**config.mk**
```make
export PLATFORM = sky130hd
export DESIGN_NAME = mem_arbiter
export DESIGN_NICKNAME = d
export VERILOG_FILES = /design/src/rtl/mem_arb_pkg.sv /design/src/rtl/mem_req_slot.sv /design/src/rtl/mem_arbiter.sv
export SDC_FILE = /design/constraint.sdc
export NUM_CORES = 1
export LEC_CHECK = 0
export ABC_CLOCK_PERIOD_IN_PS = 6400
export BUFFER_PORTS_ARGS = -buffer_cell sky130_fd_sc_hd__buf_2
export CAP_MARGIN = 20
export CORE_MARGIN = 2
export CORE_UTILIZATION = 50
export DETAILED_ROUTE_END_ITERATION = 7
export PLACE_DENSITY = 0.81
export SLEW_MARGIN = 25
export SYNTH_ARGS = -nofsm -noshare
export SYNTH_HDL_FRONTEND = slang
export SYNTH_SLANG_ARGS = --single-unit
```
**constraint.sdc**
```tcl
create_clock -name clk -period 6.4 [get_ports clk]
set_input_delay 0 -clock clk [delete_from_list [all_inputs] [get_ports clk]]
set_output_delay 0 -clock clk [all_outputs]
set_load 0.02 [all_outputs]
```
**src/rtl/mem_arb_pkg.sv**
```systemverilog
// rtl/mem_arb_pkg.sv - shared ids and slot layout for the two-requester memory arbiter
package mem_arb_pkg;

  // Requester identities; also the encoding of last_grant and rd_tag.
  typedef enum logic {
    REQ_CPU = 1'b0,
    REQ_DMA = 1'b1
  } req_id_t;

  // Default slot field widths (addr / wdata / wmask / is_read).
  localparam int SLOT_ADDR_W  = 32;
  localparam int SLOT_DATA_W  = 32;
  localparam int SLOT_MASK_W  = SLOT_DATA_W / 8;
  localparam int SLOT_READ_W  = 1;

  // Byte-enable width for a given data width.
  function automatic int mask_width(input int data_w);
    return data_w / 8;
  endfunction

  // Total bits held by one request slot.
  function automatic int slot_bits(input int addr_w, input int data_w);
    return addr_w + data_w + mask_width(data_w) + SLOT_READ_W;
  endfunction

endpackage

```
**src/rtl/mem_req_slot.sv**
```systemverilog
// rtl/mem_req_slot.sv - per-requester hold slot, live/select mux and busy flags
//
// Ports:
//   clk, rst            clock, asynchronous active-high reset
//   addr/wdata/wmask    incoming request fields from the requester
//   rstrb               incoming read strobe
//   grant               this requester owns the memory this cycle
//   live                a request (held or new) is present this cycle
//   sel_addr/sel_wdata/sel_wmask/sel_read  request presented to the arbiter
//   rbusy, wbusy        held read / held write not yet issued
module mem_req_slot
  import mem_arb_pkg::*;
#(
  parameter int ADDR_W = 32,
  parameter int DATA_W = 32
) (
  input  logic                          clk,
  input  logic                          rst,
  input  logic [ADDR_W-1:0]             addr,
  input  logic [DATA_W-1:0]             wdata,
  input  logic [mask_width(DATA_W)-1:0] wmask,
  input  logic                          rstrb,
  input  logic                          grant,
  output logic                          live,
  output logic [ADDR_W-1:0]             sel_addr,
  output logic [DATA_W-1:0]             sel_wdata,
  output logic [mask_width(DATA_W)-1:0] sel_wmask,
  output logic                          sel_read,
  output logic                          rbusy,
  output logic                          wbusy
);

  localparam int MASK_W = mask_width(DATA_W);

  logic              pend;
  logic [ADDR_W-1:0] slot_addr;
  logic [DATA_W-1:0] slot_wdata;
  logic [MASK_W-1:0] slot_wmask;
  logic              slot_is_read;

  logic req_new;
  logic req_is_read;

  // Read and write strobes together count as a write.
  assign req_new     = rstrb | (|wmask);
  assign req_is_read = (wmask == '0);

  // A held slot always takes precedence; new strobes while held are dropped.
  assign live      = pend | req_new;
  assign sel_addr  = pend ? slot_addr    : addr;
  assign sel_wdata = pend ? slot_wdata   : wdata;
  assign sel_wmask = pend ? slot_wmask   : wmask;
  assign sel_read  = pend ? slot_is_read : req_is_read;

  assign rbusy = pend & slot_is_read;
  assign wbusy = pend & ~slot_is_read;

  always_ff @(posedge clk or posedge rst) begin
    if (rst) begin
      pend         <= 1'b0;
      slot_addr    <= '0;
      slot_wdata   <= '0;
      slot_wmask   <= '0;
      slot_is_read <= 1'b0;
    end else if (pend) begin
      if (grant) begin
        pend <= 1'b0;
      end
    end else if (req_new && !grant) begin
      pend         <= 1'b1;
      slot_addr    <= addr;
      slot_wdata   <= wdata;
      slot_wmask   <= wmask;
      slot_is_read <= req_is_read;
    end
  end

endmodule

```
**src/rtl/mem_arbiter.sv**
```systemverilog
// rtl/mem_arbiter.sv - two-requester round-robin arbiter for a single-port synchronous memory
//
// Ports:
//   clk, rst                      clock, asynchronous active-high reset
//   mN_addr/mN_wdata/mN_wmask     requester N request fields (N = 0 CPU, 1 DMA)
//   mN_rstrb                      requester N read strobe
//   mN_rdata, mN_rvalid           requester N read return
//   mN_rbusy, mN_wbusy            requester N held read / held write
//   mem_addr/mem_wdata/mem_wmask/mem_rstrb  memory request
//   mem_rdata                     memory read data, one cycle after mem_rstrb
module mem_arbiter
  import mem_arb_pkg::*;
#(
  parameter int ADDR_W     = 32,
  parameter int DATA_W     = 32,
  parameter int FIXED_PRIO = 0
) (
  input  logic                          clk,
  input  logic                          rst,
  input  logic [ADDR_W-1:0]             m0_addr,
  input  logic [DATA_W-1:0]             m0_wdata,
  input  logic [mask_width(DATA_W)-1:0] m0_wmask,
  input  logic                          m0_rstrb,
  output logic [DATA_W-1:0]             m0_rdata,
  output logic                          m0_rvalid,
  output logic                          m0_rbusy,
  output logic                          m0_wbusy,
  input  logic [ADDR_W-1:0]             m1_addr,
  input  logic [DATA_W-1:0]             m1_wdata,
  input  logic [mask_width(DATA_W)-1:0] m1_wmask,
  input  logic                          m1_rstrb,
  output logic [DATA_W-1:0]             m1_rdata,
  output logic                          m1_rvalid,
  output logic                          m1_rbusy,
  output logic                          m1_wbusy,
  output logic [ADDR_W-1:0]             mem_addr,
  output logic [DATA_W-1:0]             mem_wdata,
  output logic [mask_width(DATA_W)-1:0] mem_wmask,
  output logic                          mem_rstrb,
  input  logic [DATA_W-1:0]             mem_rdata
);

  localparam int MASK_W = mask_width(DATA_W);

  logic              live0, live1;
  logic              grant0, grant1;
  logic [ADDR_W-1:0] s0_addr, s1_addr;
  logic [DATA_W-1:0] s0_wdata, s1_wdata;
  logic [MASK_W-1:0] s0_wmask, s1_wmask;
  logic              s0_read, s1_read;

  logic    gnt_valid;
  req_id_t gnt_id;
  req_id_t last_grant;
  req_id_t rd_tag;
  logic    rd_inflight;
  logic    gnt_read;

  mem_req_slot #(.ADDR_W(ADDR_W), .DATA_W(DATA_W)) u_slot0 (
    .clk(clk), .rst(rst),
    .addr(m0_addr), .wdata(m0_wdata), .wmask(m0_wmask), .rstrb(m0_rstrb),
    .grant(grant0), .live(live0),
    .sel_addr(s0_addr), .sel_wdata(s0_wdata), .sel_wmask(s0_wmask), .sel_read(s0_read),
    .rbusy(m0_rbusy), .wbusy(m0_wbusy)
  );

  mem_req_slot #(.ADDR_W(ADDR_W), .DATA_W(DATA_W)) u_slot1 (
    .clk(clk), .rst(rst),
    .addr(m1_addr), .wdata(m1_wdata), .wmask(m1_wmask), .rstrb(m1_rstrb),
    .grant(grant1), .live(live1),
    .sel_addr(s1_addr), .sel_wdata(s1_wdata), .sel_wmask(s1_wmask), .sel_read(s1_read),
    .rbusy(m1_rbusy), .wbusy(m1_wbusy)
  );

  // Tie break: fixed priority favours the CPU, otherwise whoever did not win last.
  always_comb begin
    gnt_valid = live0 | live1;
    gnt_id    = REQ_CPU;
    if (live0 && live1) begin
      if (FIXED_PRIO != 0) begin
        gnt_id = REQ_CPU;
      end else begin
        gnt_id = (last_grant == REQ_CPU) ? REQ_DMA : REQ_CPU;
      end
    end else if (live1) begin
      gnt_id = REQ_DMA;
    end
  end

  assign grant0 = gnt_valid & (gnt_id == REQ_CPU);
  assign grant1 = gnt_valid & (gnt_id == REQ_DMA);

  // Memory-side mux; strobes are forced low while reset is held.
  always_comb begin
    mem_addr  = s0_addr;
    mem_wdata = s0_wdata;
    mem_wmask = '0;
    mem_rstrb = 1'b0;
    gnt_read  = s0_read;
    if (gnt_id == REQ_DMA) begin
      mem_addr  = s1_addr;
      mem_wdata = s1_wdata;
      gnt_read  = s1_read;
    end
    if (gnt_valid && !rst) begin
      mem_rstrb = gnt_read;
      mem_wmask = gnt_read ? '0 : ((gnt_id == REQ_DMA) ? s1_wmask : s0_wmask);
    end
  end

  always_ff @(posedge clk or posedge rst) begin
    if (rst) begin
      last_grant  <= REQ_DMA;
      rd_tag      <= REQ_CPU;
      rd_inflight <= 1'b0;
    end else begin
      if (gnt_valid) begin
        last_grant <= gnt_id;
      end
      rd_inflight <= gnt_valid & gnt_read;
      rd_tag      <= gnt_id;
    end
  end

  // Read data is a plain fan-out, qualified only by rvalid.
  assign m0_rdata  = mem_rdata;
  assign m1_rdata  = mem_rdata;
  assign m0_rvalid = rd_inflight & (rd_tag == REQ_CPU);
  assign m1_rvalid = rd_inflight & (rd_tag == REQ_DMA);

endmodule

```
==> results by group, run 1 <==
Yosys
  – Post-synthesis instance area: 8210 um2
  – Netlist cell types: 33
  – Register area share after synthesis: 43.6%
  – YS warnings: 0
  – Post-synthesis net count: 811
  – Synth Register Bits: 143
  – Gate Count Post-Synth: 639
  – Synthesized area per cell: 12.8 um2

Global routing
  – Wire length of the first global-routing pass: 35400 um
  – Vias in the first global route: 6558
  – GRT overflow: 0
  – Initial antenna violation count: 4
  – GRT Util Overall: 26.0%
  – Largest net degree at the start of global routing: 78

Floorplanning
  – Die area: 17500 um2
  – Die Span X: 132 um
  – Area of the core: 15900 um2
  – Number of placement rows: 46
  – Die Ht: 132 um
  – Initial Util: 51.5%
  – I/O pin cnt: 311

Critical path
  – Setup crit start kind: flop
  – Data arrival time of the critical path: 3.05 ns
  – Critical path capture point type: primary output
  – Slowest stage delay, CP: 0.82 ns
  – Crit Path Max Fanout: 47
  – Req. time, crit path: 6.40 ns
  – Setup CP Type: flop to primary output
  – Slowest CP cell: dfrtp_4
  – CP cell instances: buf_4 -> o21ai_0 -> o21a_1 -> nor4_1 -> buf_2

Clock tree
  – CTS max path bufs: 2
  – Htree depth: 4
  – Clock slew at reported path FFs: 0.06 ns
  – Total CTS buffers: 17
  – Worst-skew pair later-pin latency: 0.42 ns
  – Clock root cell: clkbuf_16
  – Post-cts resize count: 0
  – Sink Count: 143
  – TritonCTS clock tree: built

STA
  – Worst Skew: 0.00540 ns
  – Slew Limit Headroom: 33.4%
  – Final Setup Violations: 0
  – RSZ-0062 raised after global routing: no
  – Max frequency: 328 MHz
  – Tcrit/Tclk final: 47.7%
  – Max Slew Vio Count: 0
  – Fin crit period: 3.05 ns
  – Hold_ws: 0.0000132 ns
  – Final TNS setup: 0 ns
  – Final hold vios: 0
  – Worst Tran Pin Value: 0.999 ns

Final layout
  – Area grow syn2layout: 34.3%
  – Register area: 3590 um2
  – Layout Utilization: 69.1%
  – Layout cells sized above 1: 42.9%
  – Cell area after layout: 11000 um2
  – Area of the multi-input gates: 3920 um2
  – Nets@finish: 1085
  – Fill cells: 1124

Place
  – HPWL Detailed: 13600 um
  – PortBufs: 214
  – DP Area: 8920 um2
  – RePlAce Congestion: 0.807

Power
  – Tot Pwr: 3.26 mW
  – Leakage: 5.51 nW
  – Max VDD drop: 0.202 mV
  – Pwr per Cell Area: 296 nW/um2

Routing
  – DRT iter0 DRCs: 290
  – Vias per std cell: 5.32
  – Final ANT Viol Nets: 0
  – Drt total wl: 22700 um
  – WL per Instance: 19.8 um
  – DRT Pass-1 Iters: 4
  – DR vias: 6093
  – DR DRC count: 0

Outcome
  – Status: finished clean

Flow run
  – Max cap viols: 0

Worst hold path
  – Worst Hold Class: input pin to primary output
==> repair_timing <==
item / in CTS / in global routing
setup buffers: 0 / 0
hold endpoints to repair: 205 / 0
hold buffers: 139 / 0
endpoints found under the setup margin: 0 / 0
==> logic make-up after synthesis <==
family,count (synthesis),share of synthesized area (%)
compound gates,23,2.29
buf+inv,111,8.92
flops,143,43.6
mux,330,42.8
simple gates,32,2.36
==> critical path: cells and delay by family (launching register included) <==
kind	cells	cell delay, ns
buffers and inverters	2	0.95
AND/OR/NAND/NOR	1	0.31
AO/OA/AOI/OAI	2	0.54
flip-flops	1	0.82
==> metal layers <==
metal	routed length (um)	GRT usage, %	up-vias
li1	-	-	2798
met1	8810	29.5	2963
met2	11500	44.6	264
met3	1240	6.19	68
met4	1090	15.0	0
met5	0	0	-
==> Yosys cell counts, drive strengths merged <==
master	n	area, um2
a211oi	1	12.5
o31a	2	17.5
dfstp	1	26.3
or4	3	26.3
nor2b	11	68.8
o32ai	1	8.76
a21oi	4	20.0
dfrtp	142	3550
nor4	5	31.3
o21ai	3	15.0
buf	90	653
a221oi	4	35.0
and2	1	6.26
nor3	2	21.3
inv	6	22.5
mux2	137	1580
a21o	1	7.51
o31ai	2	28.8
nand2b	1	6.26
mux2i	193	1930
nor2	4	15.0
a2111oi	4	35.0
nand2	5	18.8
o21a	1	7.51
clkbuf	15	56.3
==> through the flow <==
stage	instances	worst slack, ns
floorplan	639	2.56
global placement	970	3.70
CTS	1141	3.25
global route	1146	3.14
detailed placement	970	3.65
finish	1146	3.35
==> power breakdown <==
group          leakage [nW]  internal (mW)  total (mW)  switching [mW]
clock                 0.328          0.752        1.13           0.381
combinational          3.51          0.466       0.956           0.491
sequential             1.67           1.06        1.17           0.109
==> state kept, by name (all words and copies together), names as in the netlist <==
name	count
last_grant	1
rd_inflight	1
rd_tag	1
u_slot0.pend	1
u_slot0.slot_addr	32
u_slot0.slot_is_read	1
u_slot0.slot_wdata	32
u_slot0.slot_wmask	4
u_slot1.pend	1
u_slot1.slot_addr	32
u_slot1.slot_is_read	1
u_slot1.slot_wdata	32
u_slot1.slot_wmask	4
==> placed cells by master, fill, tap and decap left out, types with 3 or more instances in the layout <==
cell           synthesis  final
nor4_1                 5      4
a2111oi_0              4      4
nand2_1                5      5
dlygate4sd3_1          0    139
buf_2                 15    214
diode_2                0      4
inv_1                  6      5
buf_4                 67      5
nor2_1                 4      3
mux2_2               126    126
mux2i_1              193    193
bufinv_16              0      6
clkbuf_16              0     17
mux2_4                10     10
nor2b_1               11     11
a221oi_1               4      4
clkbuf_1              15      3
o21ai_0                3      3
a21oi_1                4      4
dfrtp_1              142    140
==> layout make-up <==
type	instances	area share (%)
multi-input cells	385	35.6
flip-flops and latches	143	32.6
repair buffers	360	23.0
clock buffers	22	4.21
well taps	216	2.45
clock inverters	10	1.89
inverters	6	0.250
diodes	4	0.0909
==> path summary, 6_finish.rpt <==
kind | from | to | slack, ns | depth (start not counted)
max | u_slot0.pend | mem_wmask[3] | 3.35 | 5
min | mem_rdata[10] | m0_rdata[10] | 0.00001 | 0
max reg2reg | u_slot0.pend | u_slot1.slot_wdata[0] | 3.67 | 4
min reg2reg | u_slot0.slot_wdata[14] | u_slot0.slot_wdata[14] | 0.51 | 1
max in group asynchronous | rst | u_slot1.pend | 4.97 | 4
min in group asynchronous | rst | u_slot1.slot_wdata[6] | 0.27 | 3
No activity file was read; power rests on OpenSTA's default activity.
==> inputs of run 2 (changes only) <==
- ABC_AREA: not set -> 1
- ABC_CLOCK_PERIOD_IN_PS: 6400 -> 3150
- PLACE_DENSITY: 0.81 -> 0.8
- clock period: 6.4 -> 3.15 ns (I/O delays scaled with it)
==> results by group, run 2 <==
Outcome
  – Status: finished clean (unchanged)

Routing
  – DR DRC count: 0 (unchanged)
  – Drt total wl: 23600 um (was 22700 um)
  – WL per Instance: 15.2 um (was 19.8 um)
  – Final ANT Viol Nets: 0 (unchanged)
  – Vias per std cell: 5.22 (was 5.32)
  – DR vias: 8090 (was 6093)
  – DRT iter0 DRCs: 559 (was 290)
  – DRT Pass-1 Iters: 5 (was 4)

Place
  – RePlAce Congestion: 0.761 (was 0.807)
  – Pre-CTS setup slack: 0.610 ns (was 3.65 ns)
  – HPWL Detailed: 13800 um (was 13600 um)
  – PortBufs: 214 (unchanged)
  – DP Area: 9360 um2 (was 8920 um2)

Yosys
  – Synthesized area per cell: 8.29 um2 (was 12.8 um2)
  – Post-synth top flop: dfrtp_1 (unchanged)
  – Yosys top cell area share: 40.1% (was 43.3%)
  – Synth cell count leaders: 283 x nand2_1, 142 x dfrtp_1, 126 x inv_1 (was 193 x mux2i_1, 142 x dfrtp_1, 126 x mux2_2)
  – Post-synth EDFFs: 0 (unchanged)
  – Post-synthesis net count: 1240 (was 811)
  – YS warnings: 0 (unchanged)
  – Register area share after synthesis: 40.4% (was 43.6%)
  – Top-count cell post-synth: nand2_1 (was mux2i_1)
  – Synth Register Bits: 143 (unchanged)
  – Largest cells by area after synthesis: dfrtp_1 40%, nand2_1 12%, o211ai_2 7.9%, o21ai_1 6.8%, buf_4 5.6% (was dfrtp_1 43%, mux2i_1 24%, mux2_2 17%, buf_4 6.1%, mux2_4 1.8%)
  – Gate Count Post-Synth: 1068 (was 639)
  – Post-synthesis instance area: 8850 um2 (was 8210 um2)
  – Asr flop ratio synth: 100% (unchanged)
  – Post-synth top area cell: dfrtp_1 (unchanged)
  – Netlist cell types: 30 (was 33)

Floorplanning
  – Number of placement rows: 48 (was 46)
  – Initial Util: 51.2% (was 51.5%)
  – Die Ht: 137 um (was 132 um)
  – Die Span X: 137 um (was 132 um)
  – Area of the core: 17300 um2 (was 15900 um2)
  – Die area: 18800 um2 (was 17500 um2)
  – I/O pin cnt: 311 (unchanged)

Clock tree
  – Setup Buffers After CTS: 0 (unchanged)
  – Clock root cell: clkbuf_16 (unchanged)
  – Worst-skew pair later-pin latency: 0.42 ns (about the same)
  – TritonCTS clock tree: built (unchanged)
  – Total CTS buffers: 17 (unchanged)
  – Htree depth: 4 (unchanged)
  – Clock slew at reported path FFs: 0.06 ns (about the same)
  – Sink Count: 143 (unchanged)
  – Post-cts resize count: 0 (unchanged)
  – CTS max path bufs: 2 (unchanged)

Critical path
  – Data arrival time of the critical path: 2.82 ns (was 3.05 ns)
  – Critical path capture point type: primary output (unchanged)
  – Setup CP Type: flop to primary output (unchanged)
  – Crit Path Max Fanout: 95 (was 47)
  – Setup crit start kind: flop (unchanged)
  – Req. time, crit path: 3.15 ns (was 6.40 ns)

Global routing
  – Met3 usage: 5.93% (was 6.19%)
  – Vias in the first global route: 8179 (was 6558)
  – Initial antenna violation count: 0 (was 4)
  – GRT overflow: 0 (unchanged)
  – Largest net degree at the start of global routing: 131 (was 78)
  – Wire length of the first global-routing pass: 38200 um (was 35400 um)
  – Busiest grt layer: met2 (unchanged)
  – GRT Util Overall: 25.7% (was 26.0%)
  – Met2 Usage GRT: 43.6% (was 44.6%)
  – Routing usage on met1: 30.5% (was 29.5%)

STA
  – Final hold vios: 0 (unchanged)
  – Worst Tran Pin Value: 1.01 ns (was 0.999 ns)
  – Final Worst Setup Slack: 0.333 ns (was 3.35 ns)
  – Tcrit/Tclk final: 89.4%
  – RSZ-0062 raised after global routing: no (unchanged)
  – Max frequency: 355 MHz
  – Max Slew Vio Count: 0 (unchanged)
  – Hold_ws: 0.0000135 ns (was 0.0000132 ns)
  – Worst Skew: 0.00803 ns (was 0.00540 ns)
  – Final TNS setup: 0 ns (unchanged)
  – Fin crit period: 2.82 ns
  – Slew Limit Headroom: 32.6% (was 33.4%)
  – Final Setup Violations: 0 (unchanged)

Final layout
  – Cell area after layout: 11300 um2 (was 11000 um2)
  – Most common cell after layout, fill and taps aside: nand2_1 (was buf_2)
  – Layout cells sized above 1: 28.3% (was 42.9%)
  – Antenna Cells: 0 (was 4)
  – Layout Utilization: 65.6% (was 69.1%)
  – Most frequent cells in the layout: 283 x nand2_1, 214 x buf_2, 141 x dfrtp_1 (was 214 x buf_2, 193 x mux2i_1, 140 x dfrtp_1)
  – Area grow syn2layout: 28.2% (was 34.3%)
  – Nets@finish: 1484 (was 1085)

Power
  – Sw Share: 36.2% (was 30.1%)
  – Sequential power share: 35.8% (about the same)
  – Leakage: 5.73 nW (was 5.51 nW)
  – Clock share of power: 31.1% (was 34.8%)
  – Pwr per Cell Area: 593 nW/um2 (was 296 nW/um2)
  – Internal Power: 4.29 mW (was 2.27 mW)
  – Combinational share of power: 33.2% (was 29.4%)
  – Switching power total: 2.43 mW (was 0.981 mW)
  – Max VDD drop: 0.457 mV (was 0.202 mV)

Flow run
  – Max cap viols: 0 (unchanged)

Worst hold path
  – Worst Hold Class: input pin to primary output (unchanged)
## run 2: path summary, 6_finish.rpt
kind	to	cells after the start	slack [ns]	from
min in group asynchronous	u_slot1.slot_addr[27]	3	0.33	rst
max in group asynchronous	u_slot0.slot_addr[13]	4	1.84	rst
worst max-delay path	mem_wmask[2]	6	0.33	u_slot1.pend
worst min-delay path	m0_rdata[16]	0	0.00001	mem_rdata[16]
worst min register to register	u_slot0.slot_addr[31]	2	0.49	u_slot0.slot_addr[31]
worst max register to register	u_slot0.slot_addr[24]	6	0.59	u_slot0.pend
## run 2: power by group through the flow
| stage | Clock [mW] | Sequential (mW) | Combinational [mW] |
|---|---|---|---|
| floorplan | 0 | 2.37 | 1.67 |
| global placement | 0 | 2.41 | 2.02 |
| detailed placement | 0 | 2.43 | 2.07 |
| CTS | 2.13 | 2.40 | 2.21 |
| global route | 2.20 | 2.44 | 2.46 |
| finish | 2.09 | 2.41 | 2.23 |
## run 2: layout make-up
type	instances	area [um2]
Sequential cell	143	3580
Fill cell	1341	5950
Clock inverter	13	163
Clock buffer	19	443
Tap cell	225	282
Multi-Input combinational cell	660	3790
Timing Repair Buffer	362	2600
Inverter	128	489
## run 2: logic make-up after synthesis
logic type             synth area share [%]
and+or+nand+nor                        14.8
DFF                                    40.4
muxes                                  2.83
buffers and inverters                  16.9
AOI/OAI and AO/OA                      25.0
## run 2: stage by stage
step | instances | power (mW)
after CTS | 1550 | 6.74
final | 1550 | 6.73
after floorplan | 1068 | 4.04
after global placement | 1380 | 4.43
after global routing | 1550 | 7.10
after detailed placement | 1380 | 4.49
## run 2: routing by layer
metal,share of wire (%),vias to the layer above
met3,6.7,84
li1,-,3896
met5,0,-
met2,50,358
met1,40,3752
met4,4.0,0
## run 2: critical path, stage by stage (launching register included)
cell and delay (ns):
dfrtp_4 0.58, buf_4 0.77, o21ai_0 0.25, nand3_1 0.19
nand3_2 0.13, nor2_1 0.18, buf_2 0.20
## run 2: repair_timing
item / 4_1_cts / 5_1_grt
hold buffers: 138 / 0
setup endpoints to repair: 0 / 0
endpoints found under the hold margin: 173 / 0
